<file path="src/rtl/vram_scanout_if.sv">
// Render-side bus of the scanout stage: VRAM read port, palette write port,
// border select and the outgoing VGA video signals.
interface vram_scanout_if;
  logic [14:0] render_addr;
  logic [7:0]  render_data;
  logic        pal_we;
  logic [3:0]  pal_addr;
  logic [11:0] pal_data;
  logic [3:0]  border_idx;
  logic [11:0] rgb;
  logic        hsync;
  logic        vsync;
  logic        de;
  logic        frame_start;

  modport master (
    output render_addr, rgb, hsync, vsync, de, frame_start,
    input  render_data, pal_we, pal_addr, pal_data, border_idx
  );

  modport slave (
    input  render_addr, rgb, hsync, vsync, de, frame_start,
    output render_data, pal_we, pal_addr, pal_data, border_idx
  );
endinterface

</file>
<file path="src/rtl/vram_scanout.sv">
// 640x480@60 VGA scanout: fetches a 256x192 4 bpp framebuffer from VRAM,
// doubles it into a centred 512x384 window and maps it through a 16-entry palette.
module vram_scanout #(
  parameter int H_IMG_START = 64,
  parameter int V_IMG_START = 48
) (
  input logic          render_clk,
  input logic          render_rst_n,
  vram_scanout_if.master bus
);

  localparam int H_TOTAL  = 800;
  localparam int V_TOTAL  = 525;
  localparam int H_ACT    = 640;
  localparam int V_ACT    = 480;
  localparam int H_SYNC_S = 656;
  localparam int H_SYNC_E = 751;
  localparam int V_SYNC_S = 490;
  localparam int V_SYNC_E = 491;
  localparam int IMG_W    = 512;
  localparam int IMG_H    = 384;

  logic [9:0]  h_p0, v_p0;
  logic [7:0]  x_img, y_img;
  logic        win_p0, nib_p0, vld_p0, hs_p0, vs_p0;
  logic [14:0] addr_p0;

  logic [14:0] addr_p1;
  logic        win_p1, nib_p1, vld_p1, hs_p1, vs_p1;
  logic        win_p2, nib_p2, vld_p2, hs_p2, vs_p2;
  logic [3:0]  idx_p2;
  logic [11:0] rgb_p3;
  logic        hs_p3, vs_p3, vld_p3;

  logic [11:0] pal [16];

  // ---- S0: raster counters and window / nibble decode ----
  always_ff @(posedge render_clk) begin
    if (!render_rst_n) begin
      h_p0 <= '0;
      v_p0 <= '0;
    end else if (h_p0 == 10'(H_TOTAL - 1)) begin
      h_p0 <= '0;
      v_p0 <= (v_p0 == 10'(V_TOTAL - 1)) ? '0 : v_p0 + 10'd1;
    end else begin
      h_p0 <= h_p0 + 10'd1;
    end
  end

  always_comb begin
    x_img   = 8'((h_p0 - 10'(H_IMG_START)) >> 1);
    y_img   = 8'((v_p0 - 10'(V_IMG_START)) >> 1);
    win_p0  = (h_p0 >= 10'(H_IMG_START)) && (h_p0 < 10'(H_IMG_START + IMG_W)) &&
              (v_p0 >= 10'(V_IMG_START)) && (v_p0 < 10'(V_IMG_START + IMG_H));
    vld_p0  = (h_p0 < 10'(H_ACT)) && (v_p0 < 10'(V_ACT));
    hs_p0   = !((h_p0 >= 10'(H_SYNC_S)) && (h_p0 <= 10'(H_SYNC_E)));
    vs_p0   = !((v_p0 >= 10'(V_SYNC_S)) && (v_p0 <= 10'(V_SYNC_E)));
    // Two pixels per byte: byte address drops x_img[0], which picks the nibble.
    addr_p0 = {y_img, x_img[7:1]};
    nib_p0  = x_img[0];
  end

  assign bus.frame_start = (h_p0 == 10'd0) && (v_p0 == 10'(V_ACT));

  // ---- S1: address registered, VRAM read in flight ----
  // ---- S2: VRAM byte arrives, nibble/border select, palette lookup ----
  always_comb begin
    idx_p2 = bus.border_idx;
    if (win_p2) idx_p2 = nib_p2 ? bus.render_data[3:0] : bus.render_data[7:4];
  end

  always_ff @(posedge render_clk) begin
    if (!render_rst_n) begin
      addr_p1 <= '0;
      win_p1  <= 1'b0;
      nib_p1  <= 1'b0;
      vld_p1  <= 1'b0;
      hs_p1   <= 1'b1;
      vs_p1   <= 1'b1;
      win_p2  <= 1'b0;
      nib_p2  <= 1'b0;
      vld_p2  <= 1'b0;
      hs_p2   <= 1'b1;
      vs_p2   <= 1'b1;
      rgb_p3  <= '0;
      vld_p3  <= 1'b0;
      hs_p3   <= 1'b1;
      vs_p3   <= 1'b1;
    end else begin
      // Outside the window the address simply holds; those reads are ignored.
      if (win_p0) addr_p1 <= addr_p0;
      win_p1 <= win_p0;
      nib_p1 <= nib_p0;
      vld_p1 <= vld_p0;
      hs_p1  <= hs_p0;
      vs_p1  <= vs_p0;
      win_p2 <= win_p1;
      nib_p2 <= nib_p1;
      vld_p2 <= vld_p1;
      hs_p2  <= hs_p1;
      vs_p2  <= vs_p1;
      rgb_p3 <= vld_p2 ? pal[idx_p2] : '0;
      vld_p3 <= vld_p2;
      hs_p3  <= hs_p2;
      vs_p3  <= vs_p2;
    end
  end

  // Palette reads are combinational, so a same-cycle write is seen next cycle.
  always_ff @(posedge render_clk) begin
    if (!render_rst_n) begin
      for (int i = 0; i < 16; i++) pal[i] <= {3{4'(i)}};
    end else if (bus.pal_we) begin
      pal[bus.pal_addr] <= bus.pal_data;
    end
  end

  // ---- S3: registered video outputs ----
  assign bus.render_addr = addr_p1;
  assign bus.rgb         = rgb_p3;
  assign bus.hsync       = hs_p3;
  assign bus.vsync       = vs_p3;
  assign bus.de          = vld_p3;

endmodule

</file>
<file path="src/flat_wrapper.sv">
// flat-port wrapper written by rule: the top's interface ports become plain ports
module vram_scanout_flat 
#(
  parameter int H_IMG_START = 64,
  parameter int V_IMG_START = 48
)
  (render_clk, render_rst_n, bus_render_addr, bus_rgb, bus_hsync, bus_vsync, bus_de, bus_frame_start, bus_render_data, bus_pal_we, bus_pal_addr, bus_pal_data, bus_border_idx);
  vram_scanout_if bus_i ();
  input logic render_clk;
  input logic render_rst_n;
  output wire logic [$bits(bus_i.render_addr)-1:0] bus_render_addr;
  output wire logic [$bits(bus_i.rgb)-1:0] bus_rgb;
  output wire logic [$bits(bus_i.hsync)-1:0] bus_hsync;
  output wire logic [$bits(bus_i.vsync)-1:0] bus_vsync;
  output wire logic [$bits(bus_i.de)-1:0] bus_de;
  output wire logic [$bits(bus_i.frame_start)-1:0] bus_frame_start;
  input wire logic [$bits(bus_i.render_data)-1:0] bus_render_data;
  input wire logic [$bits(bus_i.pal_we)-1:0] bus_pal_we;
  input wire logic [$bits(bus_i.pal_addr)-1:0] bus_pal_addr;
  input wire logic [$bits(bus_i.pal_data)-1:0] bus_pal_data;
  input wire logic [$bits(bus_i.border_idx)-1:0] bus_border_idx;
  assign bus_render_addr = bus_i.render_addr;
  assign bus_rgb = bus_i.rgb;
  assign bus_hsync = bus_i.hsync;
  assign bus_vsync = bus_i.vsync;
  assign bus_de = bus_i.de;
  assign bus_frame_start = bus_i.frame_start;
  assign bus_i.render_data = bus_render_data;
  assign bus_i.pal_we = bus_pal_we;
  assign bus_i.pal_addr = bus_pal_addr;
  assign bus_i.pal_data = bus_pal_data;
  assign bus_i.border_idx = bus_border_idx;
  vram_scanout #(.H_IMG_START(H_IMG_START), .V_IMG_START(V_IMG_START)) u_core (.render_clk(render_clk), .render_rst_n(render_rst_n), .bus(bus_i));
endmodule
</file>
<file path="config.mk">
export PLATFORM = sky130hd
export DESIGN_NAME = vram_scanout_flat
export DESIGN_NICKNAME = d
export VERILOG_FILES = /design/src/rtl/vram_scanout_if.sv /design/src/rtl/vram_scanout.sv /design/src/flat_wrapper.sv
export SDC_FILE = /design/constraint.sdc
export NUM_CORES = 1
export LEC_CHECK = 0
export CAP_MARGIN = 20
export CORE_MARGIN = 2
export CORE_UTILIZATION = 40
export CTS_BUF_LIST = sky130_fd_sc_hd__clkbuf_8
export CTS_CLUSTER_DIAMETER = 150
export CTS_CLUSTER_SIZE = 30
export DETAILED_ROUTE_END_ITERATION = 6
export PLACE_DENSITY = 0.67
export SLEW_MARGIN = 20
export SYNTH_ARGS = -nofsm -noshare
export SYNTH_HDL_FRONTEND = slang
export SYNTH_SLANG_ARGS = --single-unit
</file>
<file path="constraint.sdc">
create_clock -name render_clk -period 2.7 [get_ports render_clk]
set_clock_uncertainty 0.05 [all_clocks]
set_input_delay 0.405 -clock render_clk [delete_from_list [all_inputs] [get_ports render_clk]]
set_output_delay 0.405 -clock render_clk [all_outputs]
set_load 0.05 [all_outputs]
</file>
After elaboration in Yosys (flattened, before gate mapping)
Memories as Yosys holds them, arrays and structs flattened. A register that Yosys moved wholly into a read port is not among the register bits.
Index checks and enable logic that the tools add are counted.
{"block": "op_classes", "order_cmp": 10, "n_addsub": 4, "reduce_logical": 14, "n_bitwise": 1, "n_eq_ne": 3, "muxes": 10}
{"cell": "$add 10x1->10 const B", "count": 2}
{"cell": "$eq 10x10->1 const B", "count": 2}
{"cell": "$lt 10x10->1 const B", "count": 2}
{"cell": "$lt 10x9->1 const B", "count": 2}
{"cell": "$mux 12", "count": 1}
{"cell": "$mux 4", "count": 3}
{"cell": "$reduce_or 12->1", "count": 1}
{"cell": "$eq 10x9->1 const B", "count": 1}
{"cell": "$ge 10x10->1 const B", "count": 1}
{"cell": "$ge 10x6->1 const B", "count": 1}
{"cell": "$ge 10x7->1 const B", "count": 1}
{"cell": "$ge 10x9->1 const B", "count": 1}
{"cell": "$le 10x10->1 const B", "count": 1}
{"cell": "$le 10x9->1 const B", "count": 1}
{"cell": "$logic_not 10->1", "count": 1}
{"cell": "$mux 10", "count": 1}
{"cell": "$sub 9x6->9 const B", "count": 1}
{"cell": "$sub 9x7->9 const B", "count": 1}
{"cell": "$logic_and 1x1->1", "count": 7}
{"cell": "$mux 1", "count": 5}
{"cell": "$logic_not 1->1", "count": 3}
{"cell": "$reduce_and 2->1", "count": 1}
{"cell": "$reduce_or 2->1", "count": 1}
{"cell": "$not 1->1", "count": 1}
{"block": "word_totals", "wordCells": 59, "n_memories": 1, "ram_bits": 192, "inputBits": 31, "output_inout_bits": 31, "register_bits": 48}
{"name": "u_core.pal", "depth": 16, "word_bits": 12, "rd": 1, "rd_ports_with_merged_regs": 1, "write_ports": 16, "line_no": "vram_scanout.sv:35", "source": "logic [11:0] pal [16];"}

Depth between registers and ports, before layout
{"block": "depth", "ltp_word": 5, "depth_mapped": 9, "depth_no_buf": 7}

Worst setup path after synthesis
No wires, ideal clock.
{"block": "synth_path", "kind": "register -> output", "from": "reg u_core.h_p0[6]", "to": "out bus_frame_start", "t_arrival_ps": 2229, "required_ps": 2245, "path_slack_ps": 16, "stages_incl_launch_ff": 6, "n_path_buf": 0, "path_cell_list": "dfxtp_1 > inv_1 > ha_1 > nand2b_1 > or4_1 > nor3_1"}
{"block": "synth_via", "elab_chain_cells": 2}
{"element": "start: declaration", "line_no": "vram_scanout.sv:23", "source": "logic [9:0] h_p0, v_p0;"}
{"element": "start signal: assignment", "line_no": "vram_scanout.sv:46", "source": "h_p0 <= h_p0 + 10'd1;"}
{"element": "$logic_not 10->1", "line_no": "vram_scanout.sv:63", "source": "assign bus.frame_start = (h_p0 == 10'd0) && (v_p0 == 10'(V_ACT));"}
{"element": "$logic_and 1x1->1", "line_no": "vram_scanout.sv:63"}
{"element": "end: declaration", "line_no": "flat_wrapper.sv:16", "source": "output wire logic [$bits(bus_i.frame_start)-1:0] bus_frame_start;"}
No other way between the ends.

Worst setup path after layout
{"block": "layout_path", "from": "reg u_core.h_p0[7]", "to": "out bus_frame_start"}
Same word-level chain as after synthesis.

==> impl_metrics.yaml <==
status:
  outcome: "complete, no violations"
die:
  ioPinCount: 62
  die_w_um: 176
  std_cell_rows: 62
  start_util_pct: 40.9
  dieArea_sq_um: 30900
  coreArea_sq_um: 28900
  fp.dieH_um: 176
detailed_routing:
  wl_per_cell_um: 21.4
  drt-initial-drc-count: 932
  vias: 8409
  route.detailed.drc: 0
  drt_first_pass_iters: 5
  viasPerCell: 5.58
  wirelength_um: 32200
  ant_nets: 0
worst_setup_path:
  max_stage_delay_ns: 0.51
  worst-path-buf-inv: 2
  end_kind: "output pin"
  cp_max_fo: 3
  required_ns: 2.25
  critical_path_class: "register to output pin"
  cp_top_family: "simple AND/OR/NAND/NOR gates"
  cp_cell_sequence: "inv_1 > ha_4 > nand2b_1 > or4_4 > nor3_4 > buf_12"
  crit_arrival_ns: 2.14
  slowest_stage: "or4_4"
  cp-start-kind: "register"
global_routing:
  grt_use_total_pct: 20.8
  grt_pass1_vias: 8020
  grt_antenna_before_repair: 0
  grt.overflow.total: 0
  grt_start_max_net_pins: 52
  grt_pass1_wl_um: 48900
cts:
  numCtsBuffers: 12
  cts_sinks: 252
  htree_levels: 1
  ctsHoldBuffers: 0
  clk_pin_slew_worst_paths_ns: 0.17
  worstSkewPairLatency_ns: 0.54
  cts_buffer_depth: 3
  cts-root-buf: "clkbuf_8"
  cts_tree: "built"
layout:
  fillers: 2670
  final_nets: 1158
  stdcell_area_sq_um: 13600
  area_growth_pct: 14.9
  drive_gt1_share_pct: 10.4
  diodes: 0
logic_synthesis:
  synthMuxAreaShare_pct: 3.44
  synth_edf_count: 192
  avgSynthCellArea_sq_um: 11.2
  synth_xor_area_share_pct: 1.41
  synth.most_common_cell: "edfxtp_1"
  yosys.area_share.adder_pct: 1.17
  ys_types: 43
  synth-compound-area-share_pct: 12.0
  synth_top_family_by_area: "simple AND/OR/NAND/NOR gates"
  synth_top_flop_cell: "edfxtp_1"
  async_reset_ff_share_pct: 0
  synth_top_area_share_pct: 48.8
  synth.top_cells.by_area: "edfxtp_1 (49%), dfxtp_1 (10%), a211oi_1 (6.1%)"
  ys_top_cells_by_count: "edfxtp_1 (192), and2_1 (102), a211oi_1 (96)"
  yosys.area.top_type: "edfxtp_1"
  netlist_area_sq_um: 11800
  syn_nets: 1093
  ys_seq_elements: 252
  synth_cells: 1051
  synth.yosys.seq_area_share_pct: 59.0
  yosysWarnings: 0
  synth-simple-area-share_pct: 17.7
timing:
  fin_crit_ns: 2.59
  hold_viol: 0
  rsz0062_at_grt: "no"
  tns_ns: 0
  max_slew_margin_pct: 41.2
  worst_hold_slack_ns: 0.379
  period_share_pct: 96.1
  tightest_slew_ns: 0.860
  report.final.slew_viol_count: 0
  setup_viol: 0
  max_freq_mhz: 386
  setup_ws_ns: 0.106
placement:
  pre_cts_ws_ns: -0.189
  place_area_sq_um: 13300
  gp_congestion: 0.916
  hpwlAfterDp_um: 21700
  portBuffers: 61
power:
  power.density_nw_per_um2: 502
  vdd_drop_max_mv: 0.344
  power_mw: 6.81
  leakage_nw: 4.84
job:
  max_cap_viol_count: 0
hold_path:
  hp-class: "register to register"
-- state kept, by name, summed over array words and instances (netlist names) --
register / cells
u_core.vs_p2: 1
u_core.vs_p1: 1
u_core.bus.hsync: 1
u_core.win_p1: 1
u_core.hs_p2: 1
u_core.bus.vsync: 1
u_core.h_p0: 10
u_core.nib_p2: 1
u_core.win_p2: 1
u_core.bus.de: 1
u_core.bus.rgb: 12
u_core.bus.render_addr: 15
u_core.vld_p2: 1
u_core.pal: 192
u_core.v_p0: 10
u_core.hs_p1: 1
u_core.vld_p1: 1
u_core.nib_p1: 1
-- per-layer routing --
layer / global-route usage (%) / wire, um / vias up
li1: - / - / 3925
met1: 29.6 / 14000 / 4083
met2: 33.0 / 14800 / 342
met3: 3.14 / 2310 / 59
met4: 6.47 / 1070 / 0
met5: 0 / 0 / -
-- power by group --
group          internal (mW)  leakage, nW  switching [mW]  total, mW
Clock                  0.474        0.135            1.20       1.67
Combinational          0.251         2.34           0.477      0.728
Sequential              4.34         2.37          0.0650       4.41
-- cell usage in the layout, fill, tap and decap left out, types with 4 or more instances in the layout --
cell and instances:
a211oi_1 96, nor3_1 7, buf_4 71, a311o_1 13
a21oi_1 8, xnor2_1 9, nand3_1 21, nor2_1 53
clkbuf_8 13, nand2b_1 24, and3_1 6, a2111oi_0 23
inv_1 62, or3_1 85, dfxtp_1 55, dfxtp_2 4
ha_1 10, edfxtp_1 192, xor2_1 10, mux2i_1 37
nand4_1 8, buf_12 14, clkdlybuf4s50_1 60, o21ai_0 25
and2_1 102, nand2_1 65, a31oi_1 12
-- area by class of cell --
type | count | area, sq um | area share (%)
multi-input combinational | 647 | 4260 | 31.4
clock inverter | 7 | 42.5 | 0.314
clock buffer | 13 | 179 | 1.32
inverter | 58 | 218 | 1.60
sequential | 252 | 6980 | 51.4
tap | 384 | 480 | 3.54
timing repair buffer | 145 | 1410 | 10.4
-- cell families after synthesis --
kind of cell	after synthesis
buffers and inverters	152
AOI/OAI and AO/OA	192
DFF	252
and+or+nand+nor	386
adders and majority gates	11
xor gates and xnor gates	19
muxes	39
-- stage by stage --
| step | util (%) | cells |
|---|---|---|
| global route | 47.0 | 1506 |
| detailed placement | 46.1 | 1484 |
| CTS | 47.0 | 1506 |
| finish | 47.0 | 1506 |
| global placement | 46.1 | 1484 |
| floorplan | - | 1051 |
-- path summary, 6_finish.rpt --
check / start / endpoint / slack [ns] / cells after the start
max: u_core.h_p0[7] / bus_frame_start / 0.11 / 6
min: u_core.hs_p2 / u_core.bus.hsync / 0.38 / 1
max reg2reg: u_core.nib_p2 / u_core.bus.rgb[8] / 0.15 / 7
min reg2reg: u_core.hs_p2 / u_core.bus.hsync / 0.38 / 1
-- what timing repair did --
item / CTS / global route
buffers inserted: 2 / 0
pin swaps: 1 / 1
endpoints found under the setup margin: 1 / 3
gates resized for setup: 11 / 3
Note: power is estimated with default switching activity, not from simulation.
